**config.mk**
```make
export PLATFORM = sky130hd
export DESIGN_NAME = fdct4_row_flat
export DESIGN_NICKNAME = d
export VERILOG_FILES = /design/src/rtl/fdct4_pkg.sv /design/src/rtl/fdct4_if.sv /design/src/rtl/fdct4_butterfly.sv /design/src/rtl/fdct4_row.sv /design/src/flat_wrapper.sv
export SDC_FILE = /design/constraint.sdc
export NUM_CORES = 1
export LEC_CHECK = 0
export BUFFER_PORTS_ARGS = -buffer_cell sky130_fd_sc_hd__buf_4
export CAP_MARGIN = 0
export CORE_UTILIZATION = 55
export DETAILED_ROUTE_END_ITERATION = 7
export HOLD_SLACK_MARGIN = 0.02
export PLACE_DENSITY_LB_ADDON = 0.2
export SLEW_MARGIN = 5
export SYNTH_ARGS = -nofsm -noshare
export SYNTH_HDL_FRONTEND = slang
export SYNTH_HIERARCHICAL = 1
export SYNTH_SLANG_ARGS = --single-unit
export TNS_END_PERCENT = 5
```
**constraint.sdc**
```tcl
create_clock -name clk -period 26.2 [get_ports clk]
set_clock_uncertainty 0.1 [all_clocks]
set_input_delay 3.93 -clock clk [delete_from_list [all_inputs] [get_ports clk]]
set_output_delay 3.93 -clock clk [all_outputs]
set_load 0.005 [all_outputs]
```
**src/rtl/fdct4_pkg.sv**
```systemverilog
// Shared widths, DCT coefficients and FSM states for the 4-point forward DCT row block.
package fdct4_pkg;
    localparam int DATA_W = 25;
    localparam int INT_W  = 36;

    localparam int C64 = 64;
    localparam int C83 = 83;
    localparam int C36 = 36;

    typedef logic signed [DATA_W-1:0] data_t;
    typedef logic signed [INT_W-1:0]  acc_t;

    typedef enum logic [1:0] {
        FILL,
        CALC,
        SEND
    } state_t;
endpackage

```
**src/rtl/fdct4_if.sv**
```systemverilog
// Sample-in / coefficient-out stream bundle of the row DCT; slave is the DCT side.
interface fdct4_if;
    import fdct4_pkg::*;

    data_t      d_in;
    logic       in_valid;
    logic       in_ready;
    data_t      d_out;
    logic [1:0] out_idx;
    logic       out_valid;
    logic       out_ready;

    modport master (
        output d_in, in_valid, out_ready,
        input  in_ready, d_out, out_idx, out_valid
    );

    modport slave (
        input  d_in, in_valid, out_ready,
        output in_ready, d_out, out_idx, out_valid
    );
endinterface

```
**src/rtl/fdct4_butterfly.sv**
```systemverilog
// Combinational even/odd butterfly and coefficient multiply of the 4-point DCT.
module fdct4_butterfly
    import fdct4_pkg::*;
(
    input  data_t x0,
    input  data_t x1,
    input  data_t x2,
    input  data_t x3,
    output acc_t  y0,
    output acc_t  y1,
    output acc_t  y2,
    output acc_t  y3
);
    localparam acc_t K64 = acc_t'(C64);
    localparam acc_t K83 = acc_t'(C83);
    localparam acc_t K36 = acc_t'(C36);

    acc_t e0, e1, o0, o1;

    // Widen before adding so sums of full-scale samples cannot wrap.
    assign e0 = acc_t'(x0) + acc_t'(x3);
    assign e1 = acc_t'(x1) + acc_t'(x2);
    assign o0 = acc_t'(x0) - acc_t'(x3);
    assign o1 = acc_t'(x1) - acc_t'(x2);

    assign y0 = K64 * e0 + K64 * e1;
    assign y2 = K64 * e0 - K64 * e1;
    assign y1 = K83 * o0 + K36 * o1;
    assign y3 = K36 * o0 - K83 * o1;
endmodule

```
**src/rtl/fdct4_row.sv**
```systemverilog
// 4-point forward DCT over one row: collect 4 samples, compute, stream 4 rounded coefficients.
// Define FDCT4_SAT_EN to saturate results to 25 bits; otherwise they wrap.
module fdct4_row
    import fdct4_pkg::*;
#(
    parameter int SHIFT = 8,
    parameter int ADD   = 1 << (SHIFT - 1)
) (
    input logic    clk,
    input logic    reset,
    fdct4_if.slave bus
);
    localparam acc_t ADD_W = acc_t'(ADD);
`ifdef FDCT4_SAT_EN
    localparam acc_t SAT_MAX = acc_t'((1 << (DATA_W - 1)) - 1);
    localparam acc_t SAT_MIN = acc_t'(-(1 << (DATA_W - 1)));
`endif

    state_t     state, state_next;
    logic [1:0] cnt;
    logic [1:0] out_idx;
    data_t      samples [4];
    data_t      results [4];
    acc_t       y [4];
    logic       in_fire, out_fire;

    function automatic data_t narrow(input acc_t v);
        acc_t s;
        s = (v + ADD_W) >>> SHIFT;
`ifdef FDCT4_SAT_EN
        if (s > SAT_MAX) begin
            s = SAT_MAX;
        end else if (s < SAT_MIN) begin
            s = SAT_MIN;
        end
`endif
        return data_t'(s);
    endfunction

    fdct4_butterfly u_butterfly (
        .x0(samples[0]),
        .x1(samples[1]),
        .x2(samples[2]),
        .x3(samples[3]),
        .y0(y[0]),
        .y1(y[1]),
        .y2(y[2]),
        .y3(y[3])
    );

    assign in_fire  = (state == FILL) && bus.in_valid;
    assign out_fire = (state == SEND) && bus.out_ready;

    always_ff @(posedge clk or posedge reset) begin
        if (reset) begin
            state <= FILL;
        end else begin
            state <= state_next;
        end
    end

    always_comb begin
        state_next    = state;
        bus.in_ready  = 1'b0;
        bus.out_valid = 1'b0;
        case (state)
            FILL: begin
                bus.in_ready = 1'b1;
                if (in_fire && cnt == 2'd3) begin
                    state_next = CALC;
                end
            end
            CALC: begin
                state_next = SEND;
            end
            SEND: begin
                bus.out_valid = 1'b1;
                if (out_fire && out_idx == 2'd3) begin
                    state_next = FILL;
                end
            end
            default: begin
                state_next = FILL;
            end
        endcase
    end

    // Both counters wrap naturally to 0 after index 3, ready for the next block.
    always_ff @(posedge clk or posedge reset) begin
        if (reset) begin
            cnt     <= 2'd0;
            out_idx <= 2'd0;
            for (int i = 0; i < 4; i++) begin
                samples[i] <= '0;
                results[i] <= '0;
            end
        end else begin
            if (in_fire) begin
                samples[cnt] <= bus.d_in;
                cnt          <= cnt + 2'd1;
            end
            if (state == CALC) begin
                for (int i = 0; i < 4; i++) begin
                    results[i] <= narrow(y[i]);
                end
                out_idx <= 2'd0;
            end
            if (out_fire) begin
                out_idx <= out_idx + 2'd1;
            end
        end
    end

    assign bus.out_idx = out_idx;
    assign bus.d_out   = results[out_idx];
endmodule

```
**src/flat_wrapper.sv**
```systemverilog
// flat-port wrapper written by rule: the top's interface ports become plain ports
module fdct4_row_flat import fdct4_pkg::*;
#(
    parameter int SHIFT = 8,
    parameter int ADD   = 1 << (SHIFT - 1)
)
  (clk, reset, bus_d_in, bus_in_valid, bus_out_ready, bus_in_ready, bus_d_out, bus_out_idx, bus_out_valid);
  fdct4_if bus_i ();
  input logic clk;
  input logic reset;
  input wire logic [$bits(bus_i.d_in)-1:0] bus_d_in;
  input wire logic [$bits(bus_i.in_valid)-1:0] bus_in_valid;
  input wire logic [$bits(bus_i.out_ready)-1:0] bus_out_ready;
  output wire logic [$bits(bus_i.in_ready)-1:0] bus_in_ready;
  output wire logic [$bits(bus_i.d_out)-1:0] bus_d_out;
  output wire logic [$bits(bus_i.out_idx)-1:0] bus_out_idx;
  output wire logic [$bits(bus_i.out_valid)-1:0] bus_out_valid;
  assign bus_i.d_in = bus_d_in;
  assign bus_i.in_valid = bus_in_valid;
  assign bus_i.out_ready = bus_out_ready;
  assign bus_in_ready = bus_i.in_ready;
  assign bus_d_out = bus_i.d_out;
  assign bus_out_idx = bus_i.out_idx;
  assign bus_out_valid = bus_i.out_valid;
  fdct4_row #(.SHIFT(SHIFT), .ADD(ADD)) u_core (.clk(clk), .reset(reset), .bus(bus_i));
endmodule
```
==> results of run 1 <==
## cell usage in the layout (no fill, tap or decap), types with 9 or more instances in the layout
| cell type | instances |
|---|---|
| and2_1 | 10 |
| mux2_2 | 104 |
| and4_1 | 12 |
| buf_4 | 88 |
| nor2_1 | 241 |
| o21a_1 | 25 |
| xnor2_1 | 225 |
| nand2_1 | 178 |
| nand3_1 | 62 |
| nor2b_1 | 29 |
| a211o_1 | 9 |
| nor4_1 | 15 |
| and3_1 | 33 |
| or3_1 | 21 |
| o31ai_1 | 40 |
| ha_1 | 425 |
| nand4_1 | 36 |
| fa_1 | 158 |
| a211oi_1 | 14 |
| mux4_2 | 25 |
| nand2b_1 | 32 |
| a21oi_1 | 189 |
| o21ai_0 | 148 |
| or2_2 | 9 |
| clkbuf_16 | 25 |
| or4_1 | 31 |
| inv_1 | 462 |
| nor3_1 | 50 |
| o21bai_1 | 47 |
| o31a_1 | 9 |
| xor2_1 | 100 |
| a31oi_1 | 63 |
| dfrtp_1 | 205 |
| a21o_1 | 71 |
## sequential cells by signal, indices dropped and copies added, names as in the netlist
| register | flops |
|---|---|
| u_core/bus.out_idx | 2 |
| u_core/cnt | 2 |
| u_core/results | 100 |
| u_core/samples | 100 |
| u_core/state | 2 |
## layout make-up
type                            count  share of cell area
Sequential cell                   206              0.1665
Inverter                          467             0.05686
Clock inverter                      9            0.002546
Antenna cell                        1          0.00008082
Multi-Input combinational cell   2553              0.7032
Timing Repair Buffer               88             0.02134
Tap cell                          688             0.02780
Clock buffer                       32             0.02170
## stage by stage
stage / setup slack, ns / util / hold WS, ns / area [um^2]
5_1_grt: 15.15 / 0.5903 / 0.3989 / 30960
3_5_place_dp: 15.98 / 0.5760 / 0.3613 / 30210
6_report: 15.79 / 0.5904 / 0.3728 / 30960
4_1_cts: 15.89 / 0.5903 / 0.3749 / 30960
2_1_floorplan: 16.55 / - / 0.3403 / 29150
3_3_place_gp: 16.26 / 0.5760 / 0.3577 / 30210
## worst min-delay path by stage
stage / from / end / slack, ns
after floorplan: u_core/results[50] / u_core/results[50] / 0.34
after CTS: u_core/results[50] / u_core/results[50] / 0.37
after global routing: u_core/results[62] / u_core/results[62] / 0.40
final: u_core/results[50] / u_core/results[50] / 0.37
after global placement: u_core/results[86] / u_core/results[86] / 0.36
after detailed placement: u_core/results[50] / u_core/results[50] / 0.36
## routing by layer
metal / track usage / wire length, um
met3: 0.02321 / 4251
met4: 0.06229 / 1703
met2: 0.4727 / 35810
met1: 0.4165 / 36840
met5: 0 / 0
## critical path: cells and delay by family (launching register included)
kind            cells  cell delay [ns]
flops               1             0.41
buf+inv             5             0.44
compound gates     18             3.99
xor+xnor            3             0.78
fa+ha+maj           8             3.17
simple gates        7             1.43
==> results.sh, run 1 <==
export IMPL_outcome="finished, final reports clean"
export IMPL_crit_type="reg2reg"
export IMPL_hold_path_depth=2
export IMPL_fin_crit_sh=0.3974
export IMPL_cts_made_buffers=24
export IMPL_critPathMaxStageDelay_ns=0.52
export IMPL_dp_hpwl_mm=65.54
export IMPL_hold_viol=0
export IMPL_syn_num_nets=3953
export IMPL_post_drt_wl_per_cell_um=19.44
export IMPL_path_max_fanout=6
export IMPL_multiInputGateArea_mm2=0.02177
export IMPL_grt_usage=0.2896
export IMPL_numClockSinks=206
export IMPL_initial_core_util=0.5557
export IMPL_setup_viol=0
export IMPL_grt_antenna_before_repair=0
export IMPL_dr_first_iter_drc_count=1458
export IMPL_grt_pass1_wl_mm=123.1
export IMPL_slew_violations=0
export IMPL_vias=23820
export IMPL_numPortBuffers=57
export IMPL_cap_viol_max_count=0
export IMPL_h_tree_depth=1
export IMPL_synth_warnings=6
export IMPL_syn_avg_cell_area_um2=8.724
export IMPL_cp_slowest_cell="fa_1"
export IMPL_worstMarginPinSlew_ns=1.136
export IMPL_grt_pass1_vias=23280
export IMPL_cp_arrival_ns=10.77
export IMPL_cp_endpoint="u_core/results[74]"
export IMPL_via_per_inst=5.890
export IMPL_dr_pass1_iters=5
export IMPL_period_minus_slack_ns=10.41
export IMPL_syn_inst=3341
export IMPL_cts_setup_buffers=0
export IMPL_die_w_um=232.2
export IMPL_startpoint="u_core/samples[26]"
export IMPL_drt_total_wl_mm=78.60
export IMPL_r2r_start="u_core/samples[26]"
export IMPL_placed_cells=4002
export IMPL_grt_start_max_net_pins=132
export IMPL_fmax_ghz=0.09605
export IMPL_ios=58
export IMPL_fillers=4742
export IMPL_area_growth_pct=6.237
export IMPL_gp_congestion=0.9646
export IMPL_die_y_um=232.2
export IMPL_worst_path_most_repeated_cell="ha_1"
export IMPL_regArea_mm2=0.005156
export IMPL_post_cts_resized=0
export IMPL_die_area_mm2=0.05392
export IMPL_final_cells=4044
export IMPL_drc=0
export IMPL_fin_nets=3952
export IMPL_cts_hold_buf=0
export IMPL_grt_overflow_total=0
export IMPL_r2r_end="u_core/results[74]"
export IMPL_layout_drive_gt1_share=0.09240
export IMPL_endpoint_kind="flip-flop"
export IMPL_clk_pin_slew_ns=0.06
export IMPL_clock_root_buffer="clkbuf_16"
export IMPL_cp_required_ns=26.56
export IMPL_reg2reg_depth=41
export IMPL_r2r_slack_ns=15.79
export IMPL_core_mm2=0.05245
export IMPL_row_count=84
export IMPL_relSlewSlack=0.2372
export IMPL_rsz0062_at_grt="false"
export IMPL_cp_start_kind="flip-flop"
export IMPL_final_setup_tns_ns=0
export IMPL_worst_skew_pair_late_latency_ns=0.57
export IMPL_ant_nets=0
export IMPL_cts_tree="yes"
export IMPL_hp_class="reg2reg"
export IMPL_synthesis_area_mm2=0.02915
export IMPL_cts_max_path_buffers=3
Power of run 1 is left out: the tool's default activity adds up to more than one toggle a clock period on the data nets, which glitch-free logic cannot reach.
==> run 2: changes to the inputs <==
--- a/config.mk
+++ b/config.mk
@@ -5,6 +5,7 @@
 export SDC_FILE = /design/constraint.sdc
 export NUM_CORES = 1
 export LEC_CHECK = 0
+export ABC_AREA = 1
 export BUFFER_PORTS_ARGS = -buffer_cell sky130_fd_sc_hd__buf_4
 export CAP_MARGIN = 0
 export CORE_UTILIZATION = 55
==> constraint.sdc (replaced) <==
create_clock -name clk -period 10.5 [get_ports clk]
set_clock_uncertainty 0.1 [all_clocks]
set_input_delay 1.575 -clock clk [delete_from_list [all_inputs] [get_ports clk]]
set_output_delay 1.575 -clock clk [all_outputs]
set_load 0.005 [all_outputs]
==> run 2 against run 1 <==
  * Sequential share of layout area fell by 1.7 points
  * Wire length rose by 38%
  * Hold slack got worse by 0.0093 ns
  * Count of clock-buffer cells in the layout rose by 2
  * Synthesized cell count rose by 43%
  * Die area rose by 12%
  * Maximum frequency rose by 20%
  * Critical path depth fell by 5
  * Global-route usage rose by 6.8 points
  * Worst setup slack got worse by 14 ns
  * Register-to-register slack got worse by 14 ns
  * Design area rose by 11%
  * Highest routed layer unchanged
==> results.sh, run 2 <==
export IMPL_outcome="finished, final reports clean"
export IMPL_hold_path_depth=2
export IMPL_grt_antenna_before_repair=1
export IMPL_grtUsageMet1=0.5068
export IMPL_cts_max_path_buffers=3
export IMPL_reg_top3="u_core/results: 100 flops, u_core/samples: 100 flops"
export IMPL_die_area_mm2=0.06027
export IMPL_worstMarginPinSlew_ns=1.257
export IMPL_r2r_slack_ns=1.84
export IMPL_layout_drive_gt1_share=0.05473
export IMPL_cp_required_ns=10.83
export IMPL_dp_hpwl_mm=92.36
export IMPL_regArea_mm2=0.005155
export IMPL_relSlewSlack=0.1589
export IMPL_drc=0
export IMPL_worst_path_most_repeated_cell="nand2_1"
export IMPL_clock_root_buffer="clkbuf_16"
export IMPL_dr_first_iter_drc_count=2424
export IMPL_die_y_um=245.5
export IMPL_cts_made_buffers=25
export IMPL_hold_end="u_core/results[50]"
export IMPL_synthesis_area_mm2=0.03261
export IMPL_antenna_cells=0
export IMPL_ant_nets=0
export IMPL_row_count=88
export IMPL_fin_hold_ws_ns=0.3635
export IMPL_reg2reg_depth=36
export IMPL_post_cts_resized=0
export IMPL_grt_usage=0.3578
export IMPL_cts_tree="yes"
export IMPL_fin_nets=5400
export IMPL_vias=31050
export IMPL_ios=58
export IMPL_postPlaceCellArea_mm2=0.03367
export IMPL_cts_setup_buffers=0
export IMPL_via_per_inst=5.575
export IMPL_drt_total_wl_mm=108.5
export IMPL_use_met3=0.03514
export IMPL_r2r_end="u_core/results[70]"
export IMPL_postLayoutCellArea_mm2=0.03450
export IMPL_hp_start="u_core/results[50]"
export IMPL_numClockSinks=206
export IMPL_fin_crit_sh=0.8245
export IMPL_h_tree_depth=1
export IMPL_worst_slack_ns=1.842
export IMPL_grt_pass1_wl_mm=166.3
export IMPL_fmax_ghz=0.1155
export IMPL_cp_arrival_ns=8.99
export IMPL_syn_inst=4785
export IMPL_cp_start_kind="flip-flop"
export IMPL_clk_pin_slew_ns=0.06
export IMPL_fillers=5707
export IMPL_setup_viol=0
export IMPL_initial_core_util=0.5610
export IMPL_slew_violations=0
export IMPL_grt_overflow_total=0
export IMPL_cts_hold_buf=0
export IMPL_period_minus_slack_ns=8.658
export IMPL_syn_num_nets=5397
export IMPL_multiInputGateArea_mm2=0.02385
export IMPL_critPathMaxStageDelay_ns=0.61
export IMPL_core_mm2=0.05814
export IMPL_syn_avg_cell_area_um2=6.816
export IMPL_cp_slowest_cell="xor2_1"
export IMPL_post_drt_wl_per_cell_um=19.48
export IMPL_worst_skew_pair_late_latency_ns=0.55
export IMPL_r2r_start="u_core/samples[50]"
export IMPL_crit_type="reg2reg"
export IMPL_hold_viol=0
export IMPL_grt_pass1_vias=29140
export IMPL_gp_congestion=1.055
export IMPL_cap_viol_max_count=0
export IMPL_place_ws_ns=1.914
export IMPL_rsz0062_at_grt="false"
export IMPL_groute_layer_met2_usage=0.5693
export IMPL_final_setup_tns_ns=0
export IMPL_endpoint_kind="flip-flop"
export IMPL_dr_pass1_iters=7
export IMPL_numPortBuffers=57
export IMPL_hp_class="reg2reg"
export IMPL_busiest_layer="met2"
export IMPL_final_cell_mix="nand2_1, inv_1, nor2_1"
export IMPL_area_growth_pct=5.797
export IMPL_grt_start_max_net_pins=111
export IMPL_synth_warnings=6
export IMPL_final_common_cell="nand2_1"
export IMPL_path_max_fanout=7
export IMPL_die_w_um=245.5
==> run 2: worst max-delay path, delay by kind of cell, from the launching register on <==
| kind | cells | cell delay (ns) |
|---|---|---|
| flip-flops | 1 | 0.39 |
| AO/OA/AOI/OAI | 5 | 1.28 |
| XOR/XNOR | 3 | 1.38 |
| buffers and inverters | 4 | 0.24 |
| AND/OR/NAND/NOR | 15 | 1.67 |
| adder cells (fa/ha/maj) | 9 | 3.48 |
==> run 2: layout make-up <==
type	instances	area share
well taps	765	0.02774
repair buffers	82	0.01784
clock inverters	10	0.003626
multi-input cells	3654	0.6913
inverters	819	0.08950
flip-flops and latches	206	0.1494
clock buffers	34	0.02056
==> run 2: worst max-delay path by stage <==
stage	from	endpoint	slack, ns	cells after the start
after floorplan	reset	u_core/bus.out_idx[0]	3.20	1
after global placement	u_core/samples[50]	u_core/results[70]	2.04	36
after detailed placement	u_core/samples[50]	u_core/results[70]	1.91	37
after CTS	u_core/samples[50]	u_core/results[70]	1.87	37
after global routing	u_core/samples[50]	u_core/results[74]	1.12	42
final	u_core/samples[50]	u_core/results[70]	1.84	36
==> run 2: stage by stage <==
step           utilization  instances
2_1_floorplan            -       4785
3_3_place_gp        0.5791       5526
3_5_place_dp        0.5791       5526
4_1_cts             0.5935       5570
5_1_grt             0.5935       5570
6_report            0.5935       5570
==> run 2: layer usage <==
metal | vias up | part of all wire
met5 | - | 0
met3 | 155 | 0.065
met2 | 1037 | 0.44
met1 | 14630 | 0.46
met4 | 0 | 0.036
li1 | 15240 | -
Power of run 2 is left out for the same reason.
==> run 3: changes to the inputs <==
==> constraint.sdc (replaced) <==
create_clock -name clk -period 8.89 [get_ports clk]
set_clock_uncertainty 0.1 [all_clocks]
set_input_delay 1.3335 -clock clk [delete_from_list [all_inputs] [get_ports clk]]
set_output_delay 1.3335 -clock clk [all_outputs]
set_load 0.005 [all_outputs]
==> run 3 against run 2 <==
  * Maximum frequency is 2.4% higher
  * Critical path depth is 1 lower
  * Design area is 1.0% higher
  * Die area stayed put
  * Utilization is 0.61 points higher
  * Worst setup slack worse by 1.4 ns
  * Register-to-register slack worse by 1.4 ns
  * Largest cell class unchanged
==> results.sh, run 3 (synthesis results as in run 2) <==
export IMPL_outcome="finished, final reports clean"
export IMPL_hold_viol=0
export IMPL_setup_viol=0
export IMPL_critPathMaxStageDelay_ns=0.53
export IMPL_numClockSinks=206
export IMPL_slew_violations=0
export IMPL_endpoint_kind="flip-flop"
export IMPL_cp_slowest_cell="fa_1"
export IMPL_cap_viol_max_count=0
export IMPL_path_max_fanout=9
export IMPL_final_cell_mix="nand2_1, inv_1, nor2_1"
export IMPL_vias=30960
export IMPL_fin_crit_sh=0.9509
export IMPL_fin_nets=5429
export IMPL_die_area_mm2=0.06027
export IMPL_grt_antenna_before_repair=0
export IMPL_core_mm2=0.05814
export IMPL_cp_arrival_ns=8.78
export IMPL_reg_top3="u_core/results: 100 flops, u_core/samples: 100 flops"
export IMPL_cp_required_ns=9.22
export IMPL_cts_hold_buf=0
export IMPL_worst_slack_ns=0.4362
export IMPL_antenna_cells=0
export IMPL_layout_drive_gt1_share=0.06412
export IMPL_grt_start_max_net_pins=114
export IMPL_via_per_inst=5.529
export IMPL_worstMarginPinSlew_ns=1.136
export IMPL_h_tree_depth=1
export IMPL_dp_hpwl_mm=90.71
export IMPL_dr_pass1_iters=6
export IMPL_worst_path_most_repeated_cell="nand2_1"
export IMPL_cts_made_buffers=25
export IMPL_die_y_um=245.5
export IMPL_drc=0
export IMPL_cp_start_kind="flip-flop"
export IMPL_post_drt_wl_per_cell_um=19.01
export IMPL_crit_type="reg2reg"
export IMPL_grt_usage=0.3512
export IMPL_clock_root_buffer="clkbuf_16"
export IMPL_r2r_start="u_core/samples[29]"
export IMPL_hp_start="u_core/results[65]"
export IMPL_cts_max_path_buffers=3
export IMPL_row_count=88
export IMPL_ios=58
export IMPL_grt_overflow_total=0
export IMPL_path_delay_family="adder cells"
export IMPL_ant_nets=0
export IMPL_initial_core_util=0.5610
export IMPL_grt_pass1_vias=29310
export IMPL_worst_skew_pair_late_latency_ns=0.54
export IMPL_area_growth_pct=6.891
export IMPL_place_ws_ns=0.5433
export IMPL_grt_pass1_wl_mm=164.4
export IMPL_period_minus_slack_ns=8.454
export IMPL_numPortBuffers=57
export IMPL_rsz0062_at_grt="true"
export IMPL_die_w_um=245.5
export IMPL_relSlewSlack=0.2430
export IMPL_fmax_ghz=0.1183
export IMPL_hp_class="reg2reg"
export IMPL_critPathBufInv=5
export IMPL_cts_tree="yes"
export IMPL_drt_total_wl_mm=106.4
export IMPL_dr_first_iter_drc_count=2529
export IMPL_clk_pin_slew_ns=0.06
export IMPL_final_common_cell="nand2_1"
export IMPL_gp_congestion=1.027
export IMPL_startpoint="u_core/samples[29]"
==> run 3: cell count changes in the layout (fill, tap and decap cells not counted), sizes merged <==
cell    before  now
bufinv       2    4
clkbuf      34   31
clkinv       4    6
buf         82  111
==> run 3: worst paths after layout <==
| path | depth (start not counted) | slack [ns] | endpoint |
|---|---|---|---|
| min in group asynchronous | 2 | 0.81 | u_core/cnt[1] |
| max in group asynchronous | 3 | 6.61 | u_core/results[51] |
| setup reg to reg | 35 | 0.44 | u_core/results[74] |
| hold reg to reg | 2 | 0.37 | u_core/results[65] |
| setup / recovery | 35 | 0.44 | u_core/results[74] |
| hold / removal | 2 | 0.37 | u_core/results[65] |
==> run 3: area by class of cell <==
type	instances	area [um^2]
Timing Repair Buffer	111	833.3
Tap cell	765	957.2
Clock inverter	14	195.2
Clock buffer	31	688.2
Multi-Input combinational cell	3654	23940
Inverter	819	3088
Fill cell	5696	23280
Sequential cell	206	5155
==> run 3: per-layer routing <==
| layer | up-vias | track usage | share of wire |
|---|---|---|---|
| li1 | 15280 | - | - |
| met1 | 14420 | 0.4960 | 0.45 |
| met2 | 1082 | 0.5516 | 0.44 |
| met3 | 184 | 0.03831 | 0.067 |
| met4 | 0 | 0.1286 | 0.040 |
| met5 | - | 0 | 0 |
==> run 3: repair_timing <==
item                                    4_1_cts  5_1_grt
setup buffers                                 0        1
hold endpoints to repair                      0        0
endpoints found under the setup margin        0       13
resized for setup                             0       16
==> run 3: worst register-to-register path, delay by kind of cell, from the launching register on <==
kind	cells	cell delay, ns
AOI/OAI and AO/OA	7	1.44
xor gates and xnor gates	3	1.19
and+or+nand+nor	12	1.35
DFF	1	0.37
buffers and inverters	5	0.51
adders and majority gates	8	3.38
==> run 3: through the flow <==
| stage | cells | utilization | area (um^2) | hold WS (ns) | setup TNS (ns) |
|---|---|---|---|---|---|
| 6_report | 5600 | 0.5996 | 34860 | 0.3744 | 0 |
| 5_1_grt | 5600 | 0.5996 | 34860 | 0.4006 | -0.03992 |
| 4_1_cts | 5599 | 0.5979 | 34760 | 0.3796 | 0 |
| 3_5_place_dp | 5554 | 0.5828 | 33880 | 0.3632 | 0 |
| 3_3_place_gp | 5554 | 0.5828 | 33880 | 0.3586 | 0 |
| 2_1_floorplan | 4785 | - | 32610 | 0.3366 | 0 |
Power of run 3 is left out for the same reason.
